## config.mk

```make
export PLATFORM = sky130hd
export DESIGN_NAME = attitude_wb_stream
export DESIGN_NICKNAME = d
export VERILOG_FILES = /design/src/rtl/attitude_wb_stream.sv
export SDC_FILE = /design/constraint.sdc
export NUM_CORES = 1
export LEC_CHECK = 0
export ABC_AREA = 0
export BUFFER_PORTS_ARGS = -buffer_cell sky130_fd_sc_hd__buf_2
export CORE_UTILIZATION = 42
export DETAILED_ROUTE_END_ITERATION = 10
export GPL_TIMING_DRIVEN = 0
export HOLD_SLACK_MARGIN = 0.03
export PLACE_DENSITY = 0.56
export RECOVER_POWER = 100
export SYNTH_ARGS = -nofsm -noshare
export SYNTH_HDL_FRONTEND = slang
export SYNTH_SLANG_ARGS = --single-unit
```

## constraint.sdc

```tcl
create_clock -name clk -period 25.2 [get_ports clk]
set_clock_uncertainty 0.05 [all_clocks]
set_input_delay 2.52 -clock clk [delete_from_list [all_inputs] [get_ports clk]]
set_output_delay 2.52 -clock clk [all_outputs]
set_load 0.02 [all_outputs]
```

## src/rtl/attitude_wb_stream.sv

```systemverilog
// attitude_wb_stream
// Wishbone front-end for attitude-sensor compute cores. Samples are staged in
// registers, committed into an input FIFO, handed one at a time to a
// valid/ready compute core, and the results are captured into readable
// registers.
//
// Ports:
//   clk, rst                 clock, asynchronous active-high reset
//   adr_i/dat_i/dat_o        Wishbone byte address, write data, registered read data
//   we_i/stb_i/cyc_i/ack_o   Wishbone controls, single-cycle acknowledge
//   irq_o                    level interrupt (irq_en & done)
//   core_rst_n_o             core reset, active-low, follows enable one cycle late
//   core_valid_o/ready_i     sample handshake, core_data_o = FIFO head
//   core_valid_i/ready_o     result handshake, core_data_i = result channels
//
// Optional feature: define ATT_WB_TIMESTAMP_EN to add a free-running cycle
// counter that is latched into TIMESTAMP (0x0C) on every result capture.
//
// state  | meaning
// IDLE   | waiting for enable, a queued sample and (cont or pending start)
// ISSUE  | core_valid_o high with FIFO head, waiting for core_ready_i
// WAIT   | core_ready_o high, waiting for the core result
// DONE   | one-cycle completion state
module attitude_wb_stream #(
  parameter int IN_CH  = 6,
  parameter int IN_W   = 16,
  parameter int OUT_CH = 4,
  parameter int OUT_W  = 32,
  parameter int DEPTH  = 4,
  parameter int ADR_W  = 8
) (
  input  logic                    clk,
  input  logic                    rst,
  input  logic [ADR_W-1:0]        adr_i,
  input  logic [31:0]             dat_i,
  output logic [31:0]             dat_o,
  input  logic                    we_i,
  input  logic                    stb_i,
  input  logic                    cyc_i,
  output logic                    ack_o,
  output logic                    irq_o,
  output logic                    core_rst_n_o,
  output logic                    core_valid_o,
  input  logic                    core_ready_i,
  output logic [IN_CH*IN_W-1:0]   core_data_o,
  input  logic                    core_valid_i,
  output logic                    core_ready_o,
  input  logic [OUT_CH*OUT_W-1:0] core_data_i
);
  localparam int AW = $clog2(DEPTH);
  localparam int SW = IN_CH * IN_W;
  localparam logic [AW:0] FULL_LVL = (AW+1)'(DEPTH);

  typedef enum logic [1:0] {S_IDLE, S_ISSUE, S_WAIT, S_DONE} state_t;

  state_t           state_q;
  logic             valid_q, ready_q, start_pend_q;
  logic             ack_q, en_q, cont_q, irq_en_q, done_q, ovf_q, core_rst_n_q;
  logic [31:0]      dat_q, rd_data;
  logic [IN_W-1:0]  stg_q [IN_CH];
  logic [OUT_W-1:0] res_q [OUT_CH];
  logic [SW-1:0]    mem_q [DEPTH];
  logic [SW-1:0]    sample;
  logic [AW-1:0]    wr_ptr_q, rd_ptr_q;
  logic [AW:0]      level_q;
  logic [31:0]      wa;
  logic             req, wr, wr_ctrl, wr_stat, wr_commit;
  logic             full, empty, busy, push, pop, capture;
  logic             unused_dat;

  assign unused_dat = ^dat_i;

  // A new request is only taken when no ack is outstanding, so ack is one cycle wide.
  assign req       = cyc_i && stb_i && !ack_q;
  assign wr        = req && we_i;
  assign wa        = 32'(adr_i) >> 2;
  assign wr_ctrl   = wr && (wa == 32'd0);
  assign wr_stat   = wr && (wa == 32'd1);
  assign wr_commit = wr && (wa == 32'd2);

  assign full    = (level_q == FULL_LVL);
  assign empty   = (level_q == '0);
  assign busy    = (state_q != S_IDLE);
  assign push    = wr_commit && en_q && !full;
  assign pop     = en_q && (state_q == S_ISSUE) && valid_q && core_ready_i;
  assign capture = en_q && (state_q == S_WAIT) && ready_q && core_valid_i;

`ifdef ATT_WB_TIMESTAMP_EN
  logic [31:0] ts_cnt_q, ts_q;

  always_ff @(posedge clk or posedge rst) begin
    if (rst) begin
      ts_cnt_q <= '0;
      ts_q     <= '0;
    end else begin
      ts_cnt_q <= ts_cnt_q + 32'd1;
      if (capture) ts_q <= ts_cnt_q;
    end
  end
`endif

  always_comb begin
    sample = '0;
    for (int i = 0; i < IN_CH; i++) sample[i*IN_W +: IN_W] = stg_q[i];
  end

  always_comb begin
    rd_data = '0;
    if (wa == 32'd0)
      rd_data = {28'd0, irq_en_q, cont_q, 1'b0, en_q};
    else if (wa == 32'd1)
      rd_data = {16'd0, 8'(level_q), 3'd0, ovf_q, empty, full, done_q, busy};
`ifdef ATT_WB_TIMESTAMP_EN
    else if (wa == 32'd3)
      rd_data = ts_q;
`endif
    for (int i = 0; i < IN_CH; i++)
      if (wa == 32'(4 + i)) rd_data = 32'(stg_q[i]);
    for (int j = 0; j < OUT_CH; j++)
      if (wa == 32'(32 + j)) rd_data = 32'(res_q[j]);
  end

  // Bus side, control, staging, results and sticky status.
  always_ff @(posedge clk or posedge rst) begin
    if (rst) begin
      ack_q        <= 1'b0;
      dat_q        <= '0;
      en_q         <= 1'b0;
      cont_q       <= 1'b0;
      irq_en_q     <= 1'b0;
      done_q       <= 1'b0;
      ovf_q        <= 1'b0;
      core_rst_n_q <= 1'b0;
      for (int i = 0; i < IN_CH; i++) stg_q[i] <= '0;
      for (int j = 0; j < OUT_CH; j++) res_q[j] <= '0;
    end else begin
      ack_q        <= req;
      core_rst_n_q <= en_q;
      if (req) dat_q <= rd_data;
      if (wr_ctrl) begin
        en_q     <= dat_i[0];
        cont_q   <= dat_i[2];
        irq_en_q <= dat_i[3];
      end
      for (int i = 0; i < IN_CH; i++)
        if (wr && (wa == 32'(4 + i))) stg_q[i] <= dat_i[IN_W-1:0];
      if (capture)
        for (int j = 0; j < OUT_CH; j++) res_q[j] <= core_data_i[j*OUT_W +: OUT_W];
      // Set has priority over a simultaneous W1C.
      if (wr_stat && dat_i[1]) done_q <= 1'b0;
      if (capture) done_q <= 1'b1;
      if (wr_stat && dat_i[4]) ovf_q <= 1'b0;
      if (wr_commit && en_q && full) ovf_q <= 1'b1;
    end
  end

  // Input FIFO, held flushed while disabled.
  always_ff @(posedge clk or posedge rst) begin
    if (rst) begin
      wr_ptr_q <= '0;
      rd_ptr_q <= '0;
      level_q  <= '0;
      for (int d = 0; d < DEPTH; d++) mem_q[d] <= '0;
    end else if (!en_q) begin
      wr_ptr_q <= '0;
      rd_ptr_q <= '0;
      level_q  <= '0;
    end else begin
      if (push) begin
        mem_q[wr_ptr_q] <= sample;
        wr_ptr_q        <= wr_ptr_q + 1'b1;
      end
      if (pop) rd_ptr_q <= rd_ptr_q + 1'b1;
      if (push && !pop)      level_q <= level_q + 1'b1;
      else if (pop && !push) level_q <= level_q - 1'b1;
    end
  end

  always_ff @(posedge clk or posedge rst) begin
    if (rst) begin
      state_q      <= S_IDLE;
      valid_q      <= 1'b0;
      ready_q      <= 1'b0;
      start_pend_q <= 1'b0;
    end else if (!en_q) begin
      state_q      <= S_IDLE;
      valid_q      <= 1'b0;
      ready_q      <= 1'b0;
      start_pend_q <= wr_ctrl && dat_i[0] && dat_i[1];
    end else begin
      case (state_q)
        S_IDLE:
          if (!empty && (cont_q || start_pend_q)) begin
            state_q      <= S_ISSUE;
            valid_q      <= 1'b1;
            start_pend_q <= 1'b0;
          end
        S_ISSUE:
          if (core_ready_i) begin
            state_q <= S_WAIT;
            valid_q <= 1'b0;
            ready_q <= 1'b1;
          end
        S_WAIT:
          if (core_valid_i) begin
            state_q <= S_DONE;
            ready_q <= 1'b0;
          end
        default:
          state_q <= S_IDLE;
      endcase
      // A start arriving as a sample is issued stays pending for the next one.
      if (wr_ctrl && dat_i[1]) start_pend_q <= 1'b1;
    end
  end

  assign ack_o        = ack_q;
  assign dat_o        = dat_q;
  assign irq_o        = irq_en_q & done_q;
  assign core_rst_n_o = core_rst_n_q;
  assign core_valid_o = valid_q;
  assign core_ready_o = ready_q;
  assign core_data_o  = mem_q[rd_ptr_q];

endmodule

```

==> results.tsv, run 1 <==
metric	value	unit
grt_overflow	0	
grt_pass1_wl	123000	µm
tritoncts	yes	
start_util	42.7	%
hpwl	59900	µm
drive_gt1_share	37.1	%
outcome	complete, but fails checks	
pre_cts_ws	19.54	ns
critPathCaptureType	asynchronous set/reset pin	
io_buffer_count	289	
synth_common_cells	dfrtp_1, mux2_2, mux2_1, mux4_2, clkbuf_1	
path_class	in -> async	
p_comb_share	3.7	%
critPathMaxFanout	101	
rsz0062_at_grt	no	
r2r-end	mem_q[215]	
hold_viol	0	
cts_root_buf	clkbuf_16	
synth.most_common_cell	dfrtp_1	
nets	2392	
synth-main-ff-cell	dfrtp_1	
fmax	0.0803	GHz
avgSynthCellArea	15.7	µm²
numClockSinks	659	
period_minus_slack	12.46	ns
drc_errors	0	
drtPass1Iterations	5	
slew_viol_final	549	
seqPwrFrac	48.7	%
num_rows	95	
die_w	264	µm
syn_nets	2021	
power.share.clock	47.7	%
synth_seq_cells	659	
dieArea	69600	µm²
track_usage	23.9	%
cts_setup_buffers	0	
power_leakage	0.0163	µW
min_to	mem_q[209]	
grt_pass1_vias	19094	
yosysTopAreaCell	dfrtp_1	
hp-start	mem_q[209]	
tightest_slew	5.84	ns
die_height	264	µm
h-tree-depth	3	
synth.cell_area	28800	µm²
worstPathArrival	11.89	ns
r2r_start	ack_o	
critical_path_required	24.63	ns
vdd_drop_max	45.2	µV
cts.path.max_buffers	3	
clkTransAtPathRegs	0.06	ns
yosysUniqueCellTypes	61	
async_flop_share	100	%
post-route-period-util	49.4	%
synth_warnings	0	
cap_viol_max_count	6	
powerDensity	66.8	nW/µm²
crit_start	rst	
swShare	22.6	%
hold_path_class	reg -> reg	
layout_setup_ws	12.74	ns
worstSkewPairLatency	0.61	ns
cts-resized-gates	0	
avgRoutedWirePerCell	25.8	µm
cts_buffers	74	
coreArea	67500	µm²
r2r_slack	20.57	ns
tns	0	ns
antenna_found_initial	20	
synth_edf_count	0	
grt_max_degree	123	
power.internal	1730	µW
switchingPower	504	µW
gp_congestion	0.882	
routed_via_density	5.57	
setup_viol	0	
ant_nets	0	
synthTopCellsByArea	dfrtp_1, mux2_2, mux4_2	
hold_path_depth	1	
yosysSeqAreaShare	57.3	%
cts_hold_buf	0	
maxSlewHeadroom	-289	%
drt_iter0_drc	1004	
area_growth	16.2	%
cp-start-kind	input pin	
vias	17521	
yosysTopAreaCellShare	57.3	%
reg2reg_depth	8	
violations	capacitance limit, slew limit	
syn_inst	1838	
wl	81100	µm
ios	308	
==> logic make-up (layout without fill, tap and decap cells) <==
kind of cell | Yosys count | count (layout) | synth area share (%)
AO/OA/AOI/OAI | 162 | 162 | 3.77
XOR/XNOR | 3 | 3 | 0.0913
adder cells (fa/ha/maj) | 8 | 8 | 0.374
buffers and inverters | 131 | 556 | 2.21
flip-flops | 659 | 659 | 57.3
multiplexers | 765 | 765 | 34.2
other | 0 | 9 | 0
AND/OR/NAND/NOR | 110 | 110 | 2.09
==> critical path: stages <==
cell and delay [ns]:
clkbuf_1 0.08, clkinvlp_2 1.42, clkbuf_1 3.85, clkbuf_1 3.77
==> layout by cell type (no fill, tap or decap), drive strengths merged, types with 4 or more instances in the layout <==
master  instances
a21o            8
a21oi          49
a221oi         16
a22o           16
a22oi           4
a31o            5
buf           164
clkbuf        367
clkinv          8
dfrtp         659
diode           9
ha              7
inv            13
mux2          611
mux2i          40
mux4          114
nand2          30
nand2b          4
nand3           6
nor2           21
nor2b           4
nor3           18
nor4            5
nor4b           4
o21ai          32
o221ai          6
or3             7
==> registers in the layout, indices dropped and copies added, names as in the netlist <==
| signal | flops |
|---|---|
| ack_o | 1 |
| cont_q | 1 |
| core_ready_o | 1 |
| core_rst_n_o | 1 |
| core_valid_o | 1 |
| dat_o | 32 |
| done_q | 1 |
| en_q | 1 |
| irq_en_q | 1 |
| level_q | 3 |
| mem_q | 384 |
| ovf_q | 1 |
| rd_ptr_q | 2 |
| res_q | 128 |
| sample | 96 |
| start_pend_q | 1 |
| state_q | 2 |
| wr_ptr_q | 2 |
==> through the flow <==
step | utilization (%) | instances | power, µW | cell area (µm²) | hold WS, ns
2_1_floorplan | - | 1838 | 1140 | 28800 | 0.373
4_1_cts | 50.2 | 3136 | 2260 | 33900 | 0.438
5_1_grt | 49.5 | 3138 | 2310 | 33400 | 0.448
3_3_place_gp | 46.4 | 3000 | 1190 | 31300 | 0.418
6_report | 49.5 | 3145 | 2230 | 33400 | 0.434
3_5_place_dp | 46.7 | 3006 | 1190 | 31500 | 0.425
==> power by group through the flow <==
stage	registers (µW)	clock network, µW	logic, µW
3_5_place_dp	1110	0	87.1
4_1_cts	1090	1090	87.4
6_report	1090	1060	81.7
3_3_place_gp	1110	0	81.9
2_1_floorplan	1100	0	40.1
5_1_grt	1090	1130	90.8
==> routing by layer <==
layer  up-vias  part of all wire [%]  track usage (%)
met5         -                  0.17                0
li1       7645                     -                -
met1      9249                    42             30.8
met3       161                   6.4             6.71
met2       446                    49             39.3
met4        20                   2.8             6.76
==> area by class of cell <==
| cell class | count | area (µm²) |
|---|---|---|
| diodes | 9 | 22.5 |
| fillers | 5994 | 34100 |
| well taps | 873 | 1090 |
| inverters | 13 | 50.0 |
| repair buffers | 295 | 1320 |
| flip-flops and latches | 659 | 16500 |
| multi-input cells | 1048 | 11600 |
| plain buffers | 118 | 443 |
| clock inverters | 12 | 154 |
| clock buffers | 118 | 2240 |
==> worst max path at each step <==
stage	slack (ns)	cells past startpoint	end
floorplan	4.16	1	ack_o
global placement	-2.49	2	mem_q[134]
detailed placement	19.54	5	core_data_o[32]
CTS	18.88	5	core_data_o[32]
global route	10.44	4	mem_q[38]
finish	12.74	4	mem_q[326]
(Power assumes the default switching activity.)
==> run 2, diff against run 1 <==
==> constraint.sdc (replaced) <==
create_clock -name clk -period 11.75 [get_ports clk]
set_clock_uncertainty 0.05 [all_clocks]
set_input_delay 1.175 -clock clk [delete_from_list [all_inputs] [get_ports clk]]
set_output_delay 1.175 -clock clk [all_outputs]
set_load 0.02 [all_outputs]
==> run 2 against run 1 <==
The run still ends with capacitance limit, slew limit left. Routed wire length increased by 0.39%. Combinational power up 120%. Cell area rose by 1.0%. Hold slack is essentially flat. Sequential share of layout area down 0.50 points. Sequential power up 110%. First-iteration DRC count shrank 9.9%. Global-route usage is essentially flat. Highest routed layer unchanged.
==> results.tsv, run 2 (synthesis gave the netlist of run 1 again) <==
metric	value	unit
outcome	complete, but fails checks	
violations	capacitance limit, slew limit	
setup_viol	0	
layout_commonest_cell	dfrtp_1	
crit_start	rst	
reg2reg_depth	8	
power.share.clock	49.5	%
critPathCapture	mem_q[363]	
drive_gt1_share	37.7	%
cts_hold_buf	0	
cts_root_buf	clkbuf_16	
period_minus_slack	6.85	ns
numClockSinks	659	
power_leakage	0.0165	µW
vdd_drop_max	128	µV
grt_max_degree	45	
cp_slowest_cell	clkbuf_1	
avgRoutedWirePerCell	25.8	µm
rsz0062_at_grt	no	
nets	2403	
regMostFlops	mem_q	
post-route-period-util	58.3	%
hpwl	60400	µm
crit_path_max_incr_delay	1.81	ns
path_depth	8	
cts-resized-gates	0	
num_rows	95	
tightest_slew	2.40	ns
p_total	4980	µW
cp-start-kind	input pin	
pre_cts_ws	7.47	ns
gp_congestion	0.900	
seqPwrFrac	46.8	%
largest_register_ff_count	384	
switchingPower	1120	µW
stdcell_count	3153	
vias	17585	
r2r-end	mem_q[200]	
fin_hold_ws	0.434	ns
powerDensity	147	nW/µm²
area_growth	17.3	%
critPathCaptureType	asynchronous set/reset pin	
r2r_slack	6.94	ns
start_util	42.7	%
critPathMaxFanout	43	
wl	81400	µm
critical_path_required	12.50	ns
coreArea	67500	µm²
routed_via_density	5.58	
r2r_start	ack_o	
worstSkewPairLatency	0.63	ns
crit_chain	buf_2 > clkinvlp_2 > clkbuf_1 > clkbuf_1 > clkbuf_1 > buf_12 > buf_12 > buf_12	
clkTransAtPathRegs	0.06	ns
maxSlewHeadroom	-60.0	%
track_usage	23.9	%
drtPass1Iterations	5	
crit_family	buffers and inverters	
cts.path.max_buffers	3	
drc_errors	0	
grt_pass1_vias	18945	
met2_length	40500	µm
ios	308	
cts_buffers	74	
antenna_found_initial	15	
path_class	in -> async	
h-tree-depth	3	
most-common-layout-cells	dfrtp_1, mux2_2, clkbuf_1, mux2_1, buf_2	
layout_setup_ws	4.90	ns
grt_overflow	0	
critPathBufInv	8	
dp.cells	3017	
die_w	264	µm
tritoncts	yes	
dieArea	69600	µm²
grt_pass1_wl	124000	µm
fmax	0.146	GHz
p_comb_share	3.7	%
top_layer_used	met5	
worstPathArrival	7.60	ns
drt-met1-wl	34700	µm
cts_setup_buffers	0	
die_height	264	µm
hold_viol	0	
power.internal	3860	µW
cap_viol_max_count	10	
io_buffer_count	289	
ant_nets	0	
drt_iter0_drc	905	
slew_viol_final	360	
met3_length	4400	µm
hold_path_class	reg -> reg	
swShare	22.4	%
[run 2: cell types whose count changed in the layout (fill, tap and decap cells not counted), sizes merged]
| cell | before | now |
|---|---|---|
| clkinvlp | 1 | 3 |
| bufinv | 3 | 10 |
| inv | 13 | 16 |
| clkbuf | 367 | 354 |
| clkinv | 8 | 11 |
| diode | 9 | 5 |
| buf | 164 | 174 |
[run 2: layout make-up]
type | instances | area [µm²]
tap | 873 | 1090
inverter | 13 | 50.0
clock inverter | 27 | 432
buffer | 118 | 443
clock buffer | 104 | 2170
fill | 5893 | 33700
timing repair buffer | 306 | 1470
antenna | 5 | 12.5
multi-input combinational | 1048 | 11600
sequential | 659 | 16500
[run 2: worst reg2reg max path: cells and delay by family, from the launching register on]
family,cells,cell delay (ns)
simple gates,4,2.49
buf+inv,3,1.30
flops,1,0.41
mux,1,0.43
[run 2: power by group through the flow]
stage	clock [µW]	sequential, µW	combinational (µW)
global route	2610	2330	203
floorplan	0	2360	86.4
global placement	0	2380	178
detailed placement	0	2370	196
finish	2460	2330	183
CTS	2520	2330	197
[run 2: stage by stage]
step	instance area [µm²]	setup TNS, ns	util [%]
final	33800	0	50.0
after global routing	33800	0	50.0
after CTS	34300	0	50.8
after detailed placement	31700	0	46.9
after global placement	31300	-1254.36	46.4
after floorplan	28800	0	-
[run 2: how the worst min path moves through the flow]
| stage | depth (start not counted) | slack [ns] | to | from |
|---|---|---|---|---|
| 6_report | 1 | 0.43 | mem_q[194] | mem_q[194] |
| 5_1_grt | 1 | 0.45 | mem_q[20] | mem_q[20] |
| 4_1_cts | 1 | 0.44 | mem_q[194] | mem_q[194] |
| 3_5_place_dp | 1 | 0.43 | mem_q[194] | mem_q[194] |
| 3_3_place_gp | 1 | 0.42 | mem_q[173] | mem_q[173] |
| 2_1_floorplan | 0 | 0.37 | core_rst_n_o | en_q |
[run 2: metal layers]
| layer | track usage [%] | up-vias |
|---|---|---|
| li1 | - | 7663 |
| met5 | 0 | - |
| met3 | 5.41 | 125 |
| met1 | 31.4 | 9363 |
| met2 | 40.4 | 416 |
| met4 | 5.34 | 18 |
==> run 3, diff against run 2 <==
--- a/config.mk
+++ b/config.mk
@@ -5,13 +5,13 @@
 export SDC_FILE = /design/constraint.sdc
 export NUM_CORES = 1
 export LEC_CHECK = 0
-export ABC_AREA = 0
+export ABC_AREA = 1
 export BUFFER_PORTS_ARGS = -buffer_cell sky130_fd_sc_hd__buf_2
 export CORE_UTILIZATION = 42
 export DETAILED_ROUTE_END_ITERATION = 10
 export GPL_TIMING_DRIVEN = 0
 export HOLD_SLACK_MARGIN = 0.03
-export PLACE_DENSITY = 0.56
+export PLACE_DENSITY = 0.59
 export RECOVER_POWER = 100
 export SYNTH_ARGS = -nofsm -noshare
 export SYNTH_HDL_FRONTEND = slang
==> constraint.sdc (replaced) <==
create_clock -name clk -period 5.65 [get_ports clk]
set_clock_uncertainty 0.05 [all_clocks]
set_input_delay 0.565 -clock clk [delete_from_list [all_inputs] [get_ports clk]]
set_output_delay 0.565 -clock clk [all_outputs]
set_load 0.02 [all_outputs]
==> run 3 against run 2 <==
The run still ends with capacitance limit, slew limit left. Sequential cell count unchanged. Cell area shrank 0.35%. Routed wire length up 24%. Synthesized cell count up 81%. Register-to-register slack worse by 5.3 ns. Power is 110% higher. Hold slack got worse by 0.34 ns. Sequential share of layout area grew 0.17 points. Combinational power rose to 2.6 times the previous value. Via count increased by 43%. Area after synthesis increased by 1.1%. Critical endpoint is now core_data_o[94].
==> results.tsv, run 3 <==
metric	value	unit
outcome	complete, but fails checks	
violations	capacitance limit, slew limit	
avgRoutedWirePerCell	21.4	µm
powerDensity	307	nW/µm²
synth.most_common_cell	nand2_1	
cts-resized-gates	0	
dieArea	70400	µm²
track_usage	28.5	%
crit_path_max_incr_delay	0.95	ns
yosysTopAreaCell	dfrtp_1	
nets	3897	
critical_path_required	5.04	ns
tightest_slew	2.27	ns
start_util	42.4	%
worstPathArrival	4.26	ns
io_buffer_count	289	
crit_chain	clkbuf_1 > inv_1 > clkbuf_1 > clkbuf_1 > o21ai_0 > o22ai_1 > clkbuf_1	
largest_register_ff_count	384	
grt_pass1_vias	24442	
yosysTopAreaCellShare	56.7	%
gp_congestion	0.959	
crit_start	rd_ptr_q[0]	
num_rows	96	
grt_max_degree	42	
fin_hold_ws	0.0917	ns
path_depth	7	
coreArea	68600	µm²
most-common-layout-cells	nand2_1, o21ai_0, dfrtp_1, clkbuf_1, nor2_1	
wl	101000	µm
critPathCapture	core_data_o[94]	
critPathCaptureType	output port	
p_total	10300	µW
r2r_start	ack_o	
critPathMaxFanout	10	
postLayoutCellArea	33700	µm²
power_leakage	0.0158	µW
antenna_found_initial	15	
hold_path_class	in -> reg	
rsz0062_at_grt	no	
drc_errors	0	
vias	25061	
synth.cell_area	29100	µm²
regMostFlops	mem_q	
vdd_drop_max	189	µV
async_flop_share	100	%
die_height	265	µm
r2r-end	mem_q[187]	
yosysUniqueCellTypes	37	
avgSynthCellArea	8.74	µm²
yosysSeqAreaShare	56.7	%
r2r_slack	1.64	ns
reg2reg_depth	9	
syn_nets	3512	
ios	308	
hpwl	72600	µm
n_fill_cell	6914	
die_w	265	µm
synthTopCellsByArea	dfrtp_1, nand2_1, o21ai_0	
placed_area	32100	µm²
fin_util	49.1	%
hold_viol	0	
worstSkewPairLatency	0.62	ns
multi_input_area	10200	µm²
stdcell_count	4709	
cts.path.max_buffers	3	
numClockSinks	659	
slew_viol_final	200	
grt_overflow	0	
synth_edf_count	0	
synth_common_cells	nand2_1, dfrtp_1, o21ai_0, o21ai_1, nor2_1	
drt_iter0_drc	2363	
cap_viol_max_count	6	
h-tree-depth	3	
critPathBufInv	5	
cts_root_buf	clkbuf_16	
cp_slowest_cell	clkbuf_1	
tritoncts	yes	
crit_family	buffers and inverters	
clkTransAtPathRegs	0.06	ns
cpMostUsedCell	clkbuf_1	
dp.cells	4569	
synth_warnings	0	
layout_commonest_cell	nand2_1	
synth_seq_cells	659	
fmax	0.205	GHz
ant_nets	0	
drtPass1Iterations	6	
drive_gt1_share	9.44	%
maxSlewHeadroom	-51.7	%
path_class	reg -> out	
setup_viol	0	
synth-main-ff-cell	dfrtp_1	
grt_pass1_wl	151000	µm
register_area	16500	µm²
period_minus_slack	4.88	ns
routed_via_density	5.32	
syn_inst	3329	
cts_buffers	73	
post-route-period-util	86.3	%
area_growth	15.7	%
cp-start-kind	register	
==> run 3: changes by cell type in the layout (fill, tap and decap cells not counted), moves of 24 or more <==
| cell | previous run | this run |
|---|---|---|
| nand2_1 | 30 | 965 |
| o21ai_0 | 32 | 705 |
| mux2_2 | 450 | 0 |
| nor2_1 | 21 | 247 |
| inv_1 | 11 | 196 |
| mux2_1 | 161 | 0 |
| mux4_2 | 114 | 0 |
| o22ai_1 | 1 | 99 |
| clkbuf_1 | 262 | 335 |
| o21ai_1 | 0 | 44 |
| mux2i_1 | 40 | 0 |
| nand3_1 | 6 | 37 |
| nand4_1 | 1 | 25 |
==> run 3: cell type report <==
class	count	share of cell area (%)
diodes	8	0.0595
plain buffers	218	2.91
clock buffers	113	6.76
clock inverters	18	0.658
inverters	201	2.25
multi-input cells	2251	30.2
flip-flops and latches	659	49.0
well taps	931	3.46
repair buffers	310	4.76
==> run 3: kinds of logic (layout without fill, tap and decap cells) <==
kind of cell | Yosys count | count (layout) | synth area share, %
compound gates | 951 | 951 | 18.5
fa+ha+maj | 8 | 8 | 0.370
other cells | 0 | 8 | 0
flops | 659 | 659 | 56.7
simple gates | 1292 | 1292 | 17.3
buf+inv | 419 | 860 | 7.09
==> run 3: report_power, final <==
part	switching, µW	internal (µW)
combinational	344	126
sequential	60.4	4820
clock	1990	3000
==> run 3: metrics by stage <==
step	setup TNS, ns	worst slack (ns)
finish	0	0.774
global route	0	0.468
CTS	0	0.905
detailed placement	0	1.56
global placement	-5354.41	-8.19
floorplan	-2618.53	-3.97
==> run 3: what timing repair did <==
action | 4_1_cts | 5_1_grt
buffers inserted | 0 | 0
hold endpoints to repair | 11 | 0
hold buffers | 1 | 0
==> run 3: worst reg2reg max path, stage by stage, from the launching register on <==
cell and delay (ns):
dfrtp_1 0.41, nor2_1 0.11, nand2_1 0.26, inv_1 0.29, nand3_1 0.27, clkinvlp_2 0.43
nand2_1 0.38, clkbuf_1 0.90, clkbuf_1 0.60, o21ai_0 0.16
==> run 3: routing by layer <==
metal	GRT usage (%)	vias to the layer above	wire, µm
li1	-	11696	-
met1	39.1	12255	43100
met2	44.7	896	46200
met3	4.87	208	6920
met4	11.7	6	4370
met5	0	-	36
==> run 3: worst min-delay path by stage <==
stage | slack (ns) | from | end | depth (start not counted)
6_report | 0.09 | core_data_i[118] | res_q[22] | 3
4_1_cts | 0.07 | core_data_i[118] | res_q[22] | 3
3_3_place_gp | 0.40 | res_q[69] | res_q[69] | 2
5_1_grt | 0.08 | core_data_i[24] | res_q[120] | 3
3_5_place_dp | 0.41 | res_q[31] | res_q[31] | 2
2_1_floorplan | 0.38 | en_q | core_rst_n_o | 0
